==> src/rtl/wb_slave_mem.sv <==
// Wishbone B4 classic slave backed by a small register-file memory.
// Terminates single accesses with ack after WAIT_STATES cycles, or err when out of range.
module wb_slave_mem #(
    parameter int unsigned ADDR_WIDTH  = 16,
    parameter int unsigned DATA_WIDTH  = 32,
    parameter int unsigned BASE_ADDR   = 0,
    parameter int unsigned DEPTH       = 16,
    parameter int unsigned WAIT_STATES = 1
) (
    input  logic                  clk_i,
    input  logic                  rst_i,
    input  logic                  cyc_i,
    input  logic                  stb_i,
    input  logic                  we_i,
    input  logic [ADDR_WIDTH-1:0] adr_i,
    input  logic [DATA_WIDTH-1:0] dat_i,
    output logic [DATA_WIDTH-1:0] dat_o,
    output logic                  ack_o,
    output logic                  err_o,
    output logic [15:0]           wr_count_o,
    output logic [15:0]           rd_count_o,
    output logic [15:0]           err_count_o,
    output logic [1:0]            dbg_state_o
);

    typedef enum logic [1:0] {
        ST_IDLE = 2'd0,
        ST_WAIT = 2'd1,
        ST_RESP = 2'd2
    } state_t;

    localparam int IDX_W = (DEPTH > 1) ? $clog2(DEPTH) : 1;
    localparam logic [ADDR_WIDTH:0]   BASE_EXT  = (ADDR_WIDTH+1)'(BASE_ADDR);
    localparam logic [ADDR_WIDTH:0]   LIMIT_EXT = (ADDR_WIDTH+1)'(BASE_ADDR + DEPTH);
    localparam logic [ADDR_WIDTH-1:0] BASE_W    = ADDR_WIDTH'(BASE_ADDR);
    localparam logic [2:0]            WS        = 3'(WAIT_STATES);

    state_t                r_state;
    state_t                w_next;
    logic [2:0]            r_cnt;
    logic [ADDR_WIDTH-1:0] r_adr;
    logic                  r_we;
    logic [DATA_WIDTH-1:0] r_dat;
    logic                  r_is_err;
    logic [DATA_WIDTH-1:0] r_mem [DEPTH];
    logic [DATA_WIDTH-1:0] r_dat_o;
    logic [15:0]           r_wr_cnt;
    logic [15:0]           r_rd_cnt;
    logic [15:0]           r_err_cnt;

    logic                  w_req;
    logic                  w_in_range;
    logic                  w_commit;
    logic                  w_err_hit;
    logic                  w_acc_we;
    logic [ADDR_WIDTH-1:0] w_acc_adr;
    logic [DATA_WIDTH-1:0] w_acc_dat;
    logic [IDX_W-1:0]      w_idx;

    assign w_req      = cyc_i & stb_i;
    // Extra bit keeps BASE_ADDR+DEPTH from wrapping at the top of the address space.
    assign w_in_range = ({1'b0, adr_i} >= BASE_EXT) && ({1'b0, adr_i} < LIMIT_EXT);

    always_comb begin
        w_next    = r_state;
        w_commit  = 1'b0;
        w_err_hit = 1'b0;
        w_acc_we  = r_we;
        w_acc_adr = r_adr;
        w_acc_dat = r_dat;
        case (r_state)
            ST_IDLE: begin
                // With zero wait states the access commits on the accept edge itself.
                w_acc_we  = we_i;
                w_acc_adr = adr_i;
                w_acc_dat = dat_i;
                if (w_req) begin
                    if (!w_in_range) begin
                        w_next    = ST_RESP;
                        w_err_hit = 1'b1;
                    end else if (WS == 3'd0) begin
                        w_next   = ST_RESP;
                        w_commit = 1'b1;
                    end else begin
                        w_next = ST_WAIT;
                    end
                end
            end
            ST_WAIT: begin
                if (!cyc_i) begin
                    w_next = ST_IDLE;
                end else if (r_cnt == 3'd1) begin
                    w_next   = ST_RESP;
                    w_commit = 1'b1;
                end
            end
            ST_RESP: w_next = ST_IDLE;
            default: w_next = ST_IDLE;
        endcase
    end

    assign w_idx = IDX_W'(w_acc_adr - BASE_W);

    always_ff @(posedge clk_i) begin
        if (rst_i) begin
            r_state <= ST_IDLE;
        end else begin
            r_state <= w_next;
        end
    end

    always_ff @(posedge clk_i) begin
        if (rst_i) begin
            r_cnt     <= 3'd0;
            r_adr     <= '0;
            r_we      <= 1'b0;
            r_dat     <= '0;
            r_is_err  <= 1'b0;
            r_dat_o   <= '0;
            r_wr_cnt  <= 16'd0;
            r_rd_cnt  <= 16'd0;
            r_err_cnt <= 16'd0;
            for (int i = 0; i < int'(DEPTH); i++) begin
                r_mem[i] <= '0;
            end
        end else begin
            if (r_state == ST_IDLE && w_req) begin
                r_adr    <= adr_i;
                r_we     <= we_i;
                r_dat    <= dat_i;
                r_is_err <= !w_in_range;
                r_cnt    <= WS;
            end else if (r_state == ST_WAIT) begin
                r_cnt <= r_cnt - 3'd1;
            end
            if (w_commit) begin
                if (w_acc_we) begin
                    r_mem[w_idx] <= w_acc_dat;
                    if (r_wr_cnt != 16'hFFFF) r_wr_cnt <= r_wr_cnt + 16'd1;
                end else begin
                    r_dat_o <= r_mem[w_idx];
                    if (r_rd_cnt != 16'hFFFF) r_rd_cnt <= r_rd_cnt + 16'd1;
                end
            end
            if (w_err_hit && r_err_cnt != 16'hFFFF) begin
                r_err_cnt <= r_err_cnt + 16'd1;
            end
        end
    end

    assign ack_o       = (r_state == ST_RESP) && !r_is_err;
    assign err_o       = (r_state == ST_RESP) && r_is_err;
    assign dat_o       = r_dat_o;
    assign wr_count_o  = r_wr_cnt;
    assign rd_count_o  = r_rd_cnt;
    assign err_count_o = r_err_cnt;
    assign dbg_state_o = r_state;

endmodule
==> config.mk <==
export PLATFORM = sky130hd
export DESIGN_NAME = wb_slave_mem
export DESIGN_NICKNAME = d
export VERILOG_FILES = /design/src/rtl/wb_slave_mem.sv
export SDC_FILE = /design/constraint.sdc
export NUM_CORES = 1
export LEC_CHECK = 0
export CORE_ASPECT_RATIO = 1.1
export CORE_MARGIN = 1
export CORE_UTILIZATION = 35
export DETAILED_ROUTE_END_ITERATION = 7
export GPL_TIMING_DRIVEN = 0
export SETUP_SLACK_MARGIN = 0.2
export SLEW_MARGIN = 20
export SYNTH_ARGS = -nofsm -noshare
export SYNTH_HDL_FRONTEND = slang
export SYNTH_SLANG_ARGS = --single-unit
==> constraint.sdc <==
create_clock -name clk_i -period 9 [get_ports clk_i]
set_input_delay 1.8 -clock clk_i [delete_from_list [all_inputs] [get_ports clk_i]]
set_output_delay 1.8 -clock clk_i [all_outputs]
set_load 0.01 [all_outputs]
==> impl_results.md, run 1 <==
* Fin. max-slew vios at 0
* First-pass GRT wire length at 122000 um
* Top-level I/O count at 137
* Gr usage total at 21.5%
* Fin Clk Skew at 27.7 ps
* Period utilization at 52.5%
* H-tree level count at 3
* Final WL at 84000 um
* Worst-Margin Slew at approximately 1200 ps
* DRC Markers at 0
* Post-synth top flop: edfxtp_1
* Setup TNS at 0 ps
* Top Metal Used: met5
* Worst r2r path cells at 9
* Cell area after synthesis at ~0.027 mm^2
* Pwr/cell area at 206 mW/mm^2
* FF+latch count, synth at 635
* Core area at 0.0749 mm^2
* Worst R2R End: dat_o[8]
* Most frequent cells in the layout: nor2_1 (599), edfxtp_1 (512), a22oi_1 (257)
* Clock-pin slew on the worst setup and hold paths at 60 ps
* Slowest CP cell: clkbuf_1
* Sw Pwr at 1550 uW
* NumNets Final at ~2500
* Combinational Power Share at 8.2%
* Total Power at 6520 uW
* Avg WL per Cell at 24.1 um
* Rows at 105
* CP cell instances: clkdlybuf4s50_1 > nand2_1 > mux2i_1 > clkbuf_1 > clkbuf_1 > a22oi_1 > a21oi_1 > nor4_1 > a211oi_1
* Register area share after synthesis at 67.1%
* Placed instance area at 0.0296 mm^2
* Crit-path max FO at 10
* Min-Delay Path Depth at 2
* Critical Path Most Common Cell: clkbuf_1
* CP max stage delay at 890 ps
* Syn nets at ~2300
* Critical Path AT at 5230 ps
* Vias in the first global route at roughly 19000
* Routed Antenna Nets at 0
* Worst hold start: r_dat[16]
* CTS sink count at ~640
* M1 WL at 31800 um
* Post-Synthesis Cells at 2251
* IO Port Bufs at between 100 and 150
* Dpl hpwl at between 50000 and 60000 um
* Clock root buffer: clkbuf_16
* VDD IR-drop max at around 100 uV
* Hold_buf cts at 0
* Sw Ratio at 23.8%
* DR pass1 iterations at 6
* 1st-iter DRT viols at 2201
* CP required at 9510 ps
* Sequential share of power at 50.2%
* Met2 WL at ~40000 um
* Worst hold slack at 453 ps
* Starting density of the core at 35.5%
* Overflow after GRT at 0
* P_int at 4970 uW
* Die width at 265 um
* RSZ-0062 raised after global routing: false
* Status: completed
* Reg2reg setup slack at 5330 ps
* Layout area overhead at 19.3%
* Worst reg2reg startpoint: dbg_state_o[1]
* Num CTS Buffers at 67
* Largest net degree at the start of global routing at 25
* Vias per inst at between 5 and 6
* Post-synth ARST share at 0%
* Max Clock Freq at 212 MHz
* Die Ht at 291 um
* Clk network pwr share at 41.5%
* Mean area per synthesized cell at 11.8 um^2
* Hold Violations, Final at 0
* CTS tree: yes
* Leak at 0.0107 uW
* EDFF count, synth at slightly above 500
* Crit end category: flop
* Skew-Pair Late Insertion Delay at between 600 and 700 ps
* Slew HR at 20.6%
* Setup Fix Bufs, Post-CTS at 0
* Class of the worst hold path: reg -> reg
* # setup viols final at 0
* Most common cell after layout, fill and taps aside: nor2_1
* Routed met3 length at 8020 um
* Final core occ at between 40% and 50%
* Tmin final at about 4700 ps
* Share of layout cells above drive strength 1 at 8.96%
* Die area at about 0.077 mm^2
* CP Class: in -> reg
* DR vias at 19200
* Design area at 0.0317 mm^2
* Yosys Warn Count at 0
* Placer Congestion at 0.872
* Max clock buf depth at 3
* Initial antenna violation count at 2
* Synth unique cells at 51
* Crit path launch type: input pin
* PostCTS Resize Cnt at 0
* Maximum capacitance violations at 0
* Hold Path End: r_dat[16]
[kinds of logic (layout without fill, tap and decap cells)]
logic type                 after synthesis  in the layout  share of synthesized area, %
AOI/OAI and AO/OA                      479            479                          12.0
adders and majority gates                5              5                         0.235
muxes                                   37             37                          1.39
buffers and inverters                  209            480                          4.31
DFF                                    635            635                          67.1
and+or+nand+nor                        843            843                          13.5
other                                    0              1                             0
xor gates and xnor gates                43             43                          1.42
[flip-flops by register name, summed over array words and instances, names as in the netlist, 3 cells and up]
register and flops:
err_count_o 16, wr_count_o 16, rd_count_o 16, dat_o 32
r_adr 4, r_mem 512, r_cnt 3, r_dat 32
[layout make-up]
cell class	instances	area, um^2
Timing Repair Buffer	152	1770
Sequential cell	635	17800
Inverter	6	22.5
Multi-Input combinational cell	1407	7630
Buffer	203	1120
Fill cell	6907	43200
Clock inverter	34	293
Clock buffer	85	1810
Antenna cell	1	2.50
Tap cell	963	1200
[metrics by stage]
step                      instances  setup WS (ps)
final                          3486           4280
after CTS                      3485           4330
after detailed placement       3366           3690
after global placement         3349           3130
after global routing           3485           4180
after floorplan                2251           4900
[power by group through the flow]
stage / registers, uW / logic [uW] / clock network, uW
CTS: 3280 / 532 / 2740
global route: 3280 / 562 / 2850
finish: 3280 / 538 / 2710
detailed placement: 3340 / 530 / 0
global placement: 3340 / 500 / 0
floorplan: 3330 / 286 / 0
[worst max-delay path by stage]
stage / from / cells after the start / endpoint / slack (ps)
after floorplan: adr_i[0] / 6 / r_mem[12][0] / 4900
after global placement: cyc_i / 7 / r_mem[3][1] / 3130
after detailed placement: adr_i[1] / 9 / dat_o[8] / 3690
after CTS: adr_i[1] / 9 / dat_o[8] / 4330
after global routing: adr_i[1] / 9 / dat_o[8] / 4180
final: adr_i[1] / 9 / dat_o[8] / 4280
[synth_stat cells (4+ instances only)]
cell type / count / area (um^2)
nor2_1: 599 / 2250
edfxtp_1: 512 / 15400
a22oi_1: 257 / 1930
a21oi_1: 170 / 851
dfxtp_1: 123 / 2460
clkbuf_1: 112 / 420
nand2_1: 98 / 368
buf_2: 58 / 290
mux2i_1: 37 / 370
nand2b_1: 36 / 225
nor4_1: 35 / 219
a211oi_1: 33 / 248
xor2_1: 27 / 236
nand3_1: 17 / 85.1
xnor2_1: 16 / 140
buf_4: 12 / 90.1
buf_6: 10 / 113
nand4_1: 10 / 62.6
buf_12: 9 / 180
nor3_1: 9 / 45.0
a31oi_1: 6 / 37.5
and3_1: 6 / 37.5
and4_1: 6 / 52.6
inv_1: 6 / 22.5
ha_1: 5 / 62.6
nor3b_1: 4 / 30.0
[critical path, delay by kind of cell]
family          cells  cell delay (ps)
compound gates      3              880
buf+inv             3             2040
mux                 1              300
simple gates        2              210
[per-layer routing]
metal  track usage [%]  vias to the layer above
li1                  -                     8610
met1              26.5                     9456
met2              36.7                      949
met3              4.30                      169
met4              8.84                        2
met5                 0                        -
Power figures use the tool's default switching activity.
==> inputs of run 2 (changes only) <==
==> constraint.sdc (replaced) <==
create_clock -name clk_i -period 4.9 [get_ports clk_i]
set_input_delay 0.98 -clock clk_i [delete_from_list [all_inputs] [get_ports clk_i]]
set_output_delay 0.98 -clock clk_i [all_outputs]
set_load 0.01 [all_outputs]
==> impl_results.md, run 2 (synthesis gave the netlist of run 1 again) <==
* DRC Markers at 0
* Class of the worst hold path: reg -> reg
* Fillers at 6907
* CP max stage delay at 890 ps
* Rows at about 110
* Most frequent cells in the layout: nor2_1 (599), edfxtp_1 (512), a22oi_1 (257)
* Fin. max-slew vios at 0
* Crit end category: flop
* CP cell instances: clkdlybuf4s50_1 > nand2_1 > mux2i_1 > clkbuf_1 > clkbuf_1 > a22oi_1 > a21oi_1 > nor4_1 > a211oi_1
* Top-level I/O count at 137
* Critical Path Most Common Cell: clkbuf_1
* Layout area overhead at 19.3%
* Die width at 265 um
* CTS sink count at 635
* Critical path depth at 9
* CP top delay family: buffers and inverters
* Overflow after GRT at 0
* Status: completed
* VDD IR-drop max at 186 uV
* NumNets Final at around 2500
* Period utilization at roughly 80%
* Gr usage total at 21.5%
* Die Ht at 291 um
* Critical Path AT at 4450 ps
* Slew HR at around a fifth
* First-pass GRT wire length at approximately 120000 um
* Hold_buf cts at 0
* Vias per inst at 5.53
* Crit path launch type: input pin
* Num CTS Buffers at between 60 and 70
* Crit-path max FO at 10
* DR pass1 iterations at 6
* Buf/Inv on CP at 3
* Setup TNS at 0 ps
* Skew-Pair Late Insertion Delay at 610 ps
* RSZ-0062 raised after global routing: false
* CTS tree: yes
* Clock root buffer: clkbuf_16
* Die area at 0.0770 mm^2
* Maximum capacitance violations at 0
* Tmin final at 3930 ps
* Worst-Margin Slew at 1210 ps
* Fin worst setup slack at 966 ps
* # setup viols final at 0
* Share of layout cells above drive strength 1 at about 9.0%
* IO Port Bufs at 135
* DR vias at ~19000
* Post-Place Setup Slack at between 400 and 500 ps
* Worst r2r path cells at 9
* Leak at 0.0107 uW
* Initial antenna violation count at 2
* Vias in the first global route at 18900
* Slowest CP cell: clkbuf_1
* Pwr/cell area at 378 mW/mm^2
* Core area at 0.0749 mm^2
* Setup Fix Bufs, Post-CTS at 0
* Placer Congestion at approximately 0.87
* Avg WL per Cell at 24.1 um
* Fin Clk Skew at ~26 ps
* Min-Delay Path Depth at 2
* Max clock buf depth at 3
* Starting density of the core at 35.5%
* Largest net degree at the start of global routing at 25
* Clock-pin slew on the worst setup and hold paths at 60 ps
* CP Class: in -> reg
* Hold Violations, Final at 0
* PostCTS Resize Cnt at 0
* CP required at 5410 ps
* H-tree level count at 3
* Routed Antenna Nets at 0
* Max Clock Freq at 254 MHz
* Final WL at 84000 um
* Dpl hpwl at a little under 60000 um
* Top reg by flops: r_mem
* 1st-iter DRT viols at 2161
* Max FFs per register at 512
* Most common cell after layout, fill and taps aside: nor2_1
-- run 2: where the power goes --
group          internal [uW]  total [uW]  leakage [uW]  switching [uW]
clock                   2870        4990       0.00103            2110
sequential              5970        6020       0.00627            53.3
combinational            294         988       0.00344             694
total                   9130       12000        0.0107            2860
-- run 2: cell type report --
cell class	instances	area [um^2]	share of cell area, %
Multi-Input combinational cell	1407	7630	24.1
Buffer	203	1120	3.55
Tap cell	963	1200	3.80
Clock inverter	34	293	0.924
Sequential cell	635	17800	56.3
Clock buffer	85	1810	5.70
Timing Repair Buffer	152	1770	5.60
Inverter	6	22.5	0.0711
Antenna cell	1	2.50	0.00790
-- run 2: metal layers --
metal	vias to the layer above	GRT usage [%]	share of wire, %
met4	2	8.83	3.8
met1	9442	26.5	38
met3	171	4.27	9.8
met2	1037	36.7	49
met5	-	0	0.020
li1	8617	-	-
-- run 2: path summary, 6_finish.rpt --
check,from,end,slack (ps)
max reg2reg,dbg_state_o[1],dat_o[8],1200
min,r_dat[29],r_dat[29],450
min reg2reg,r_dat[29],r_dat[29],450
max,adr_i[0],dat_o[8],970
-- run 2: metrics by stage --
step / total power (uW) / utilization, % / std cells / hold slack (ps) / area, um^2
after floorplan: 6650 / - / 2251 / 436 / 26600
after global placement: 7050 / 38.9 / 3349 / 441 / 29100
after detailed placement: 7110 / 39.5 / 3366 / 446 / 29600
after CTS: 12000 / 42.3 / 3485 / 454 / 31700
after global routing: 12300 / 42.3 / 3485 / 473 / 31700
final: 12000 / 42.3 / 3486 / 453 / 31700
-- run 2: worst min-delay path: stages (launching register included) --
cell and delay [ps]:
dfxtp_1 300, nand2_1 50, a21oi_1 50
==> inputs of run 3 (changes only) <==
==> constraint.sdc (replaced) <==
create_clock -name clk_i -period 3.8 [get_ports clk_i]
set_input_delay 0.76 -clock clk_i [delete_from_list [all_inputs] [get_ports clk_i]]
set_output_delay 0.76 -clock clk_i [all_outputs]
set_load 0.01 [all_outputs]
==> impl_results.md, run 3 (synthesis gave the netlist of run 1 again) <==
* Sw Pwr at 3690 uW
* Routed Antenna Nets at 0
* P_int at 11800 uW
* Final WL at 84100 um
* CP required at 4240 ps
* DR vias at 19200
* Total Power at roughly 15000 uW
* Vias per inst at 5.52
* PostCTS Resize Cnt at 1
* DRC Markers at 0
* Initial antenna violation count at 2
* Leak at 0.0107 uW
* Status: completed
* Starting density of the core at 35.5%
* Top reg by flops: r_mem
* Vias in the first global route at around 19000
* Period utilization at 94.1%
* Die width at 265 um
* DR pass1 iterations at 7
* Overflow after GRT at 0
* # setup viols final at 0
* Combinational Power Share at under 10%
* Top-level I/O count at 137
* Clock-pin slew on the worst setup and hold paths at 60 ps
* CTS sink count at 635
* 1st-iter DRT viols at ~2100
* Setup Fix Bufs, Post-CTS at 0
* Dpl hpwl at 59400 um
* Share of layout cells above drive strength 1 at approximately 9.1%
* Avg WL per Cell at approximately 24 um
* VDD IR-drop max at 239 uV
* Core area at roughly 0.075 mm^2
* Maximum capacitance violations at 0
* Crit end category: flop
* CTS tree: yes
* Post-Place Setup Slack at -475 ps
* RSZ-0062 raised after global routing: true
* Die area at 0.0770 mm^2
* Fillers at 6905
* H-tree level count at 3
* Placer Congestion at 0.872
* Pwr/cell area at 488 mW/mm^2
* Max Clock Freq at 280 MHz
* Fin Clk Skew at 26.4 ps
* Sw Ratio at 23.8%
* Hold Violations, Final at 0
* Tmin final at 3570 ps
* IO Port Bufs at ~140
* Max FFs per register at 512
* Worst-Margin Slew at 1060 ps
* Skew-Pair Late Insertion Delay at 610 ps
* Most common cell after layout, fill and taps aside: nor2_1
* Largest net degree at the start of global routing at 25
* Class of the worst hold path: reg -> reg
* NumNets Final at roughly 2500
* Gr usage total at 21.5%
* Critical Path AT at approximately 4000 ps
* First-pass GRT wire length at 122000 um
* Clock root buffer: clkbuf_16
* Crit-path max FO at 10
* Sequential share of power at 50.2%
* CP Class: reg -> reg
* Fin. max-slew vios at 0
* Slew HR at 29.1%
* Crit path launch type: flop
* Layout area overhead at 19.3%
* Setup TNS at 0 ps
* Hold_buf cts at 0
* Fin worst setup slack at 225 ps
* Rows at 105
* Most frequent cells in the layout: nor2_1 (599), edfxtp_1 (512), a22oi_1 (257)
* Max clock buf depth at 3
* Clk network pwr share at 41.5%
* Die Ht at around 290 um
* Num CTS Buffers at 67
## run 3: final timing paths
path / start / endpoint / slack, ps / cells past startpoint
worst max register to register: dbg_state_o[1] / dat_o[31] / 230 / 8
worst min-delay path: r_dat[29] / r_dat[29] / 450 / 2
worst min register to register: r_dat[29] / r_dat[29] / 450 / 2
worst max-delay path: dbg_state_o[1] / dat_o[31] / 230 / 8
## run 3: area by class of cell
type | instances | area (um^2) | area share [%]
Clock inverter | 34 | 293 | 0.923
Multi-Input combinational cell | 1407 | 7640 | 24.1
Inverter | 6 | 22.5 | 0.0710
Buffer | 203 | 1120 | 3.55
Timing Repair Buffer | 152 | 1770 | 5.60
Tap cell | 963 | 1200 | 3.80
Sequential cell | 635 | 17800 | 56.3
Antenna cell | 1 | 2.50 | 0.00789
Clock buffer | 85 | 1810 | 5.70
## run 3: metal layers
layer	vias to the layer above	wire length, um	GRT usage [%]	share of wire, %
met3	166	8170	4.29	9.7
met4	2	3210	8.87	3.8
met1	9493	31700	26.6	38
li1	8608	-	-	-
met2	964	41100	36.7	49
met5	-	13	0	0.015
## run 3: metrics by stage
| stage | cells | hold slack [ps] | util, % | cell area [um^2] |
|---|---|---|---|---|
| final | 3486 | 451 | 42.3 | 31700 |
| after global routing | 3485 | 473 | 42.3 | 31700 |
| after CTS | 3485 | 454 | 42.3 | 31700 |
| after detailed placement | 3366 | 446 | 39.5 | 29600 |
| after global placement | 3349 | 441 | 38.9 | 29100 |
| after floorplan | 2251 | 436 | - | 26600 |
## run 3: power by group through the flow
| stage | Combinational [uW] | Clock (uW) | Sequential (uW) |
|---|---|---|---|
| floorplan | 678 | 0 | 7900 |
| global placement | 1180 | 0 | 7910 |
| detailed placement | 1260 | 0 | 7910 |
| CTS | 1260 | 6490 | 7760 |
| global route | 1330 | 6740 | 7780 |
| finish | 1280 | 6420 | 7760 |
## run 3: critical path: stages (launching register included)
cell and delay [ps]:
dfxtp_1 360, buf_4 200, nor2_8 70, buf_2 220, a31oi_1 790, clkbuf_1 690, a21oi_1 140, nor4_1 770
a211oi_1 170
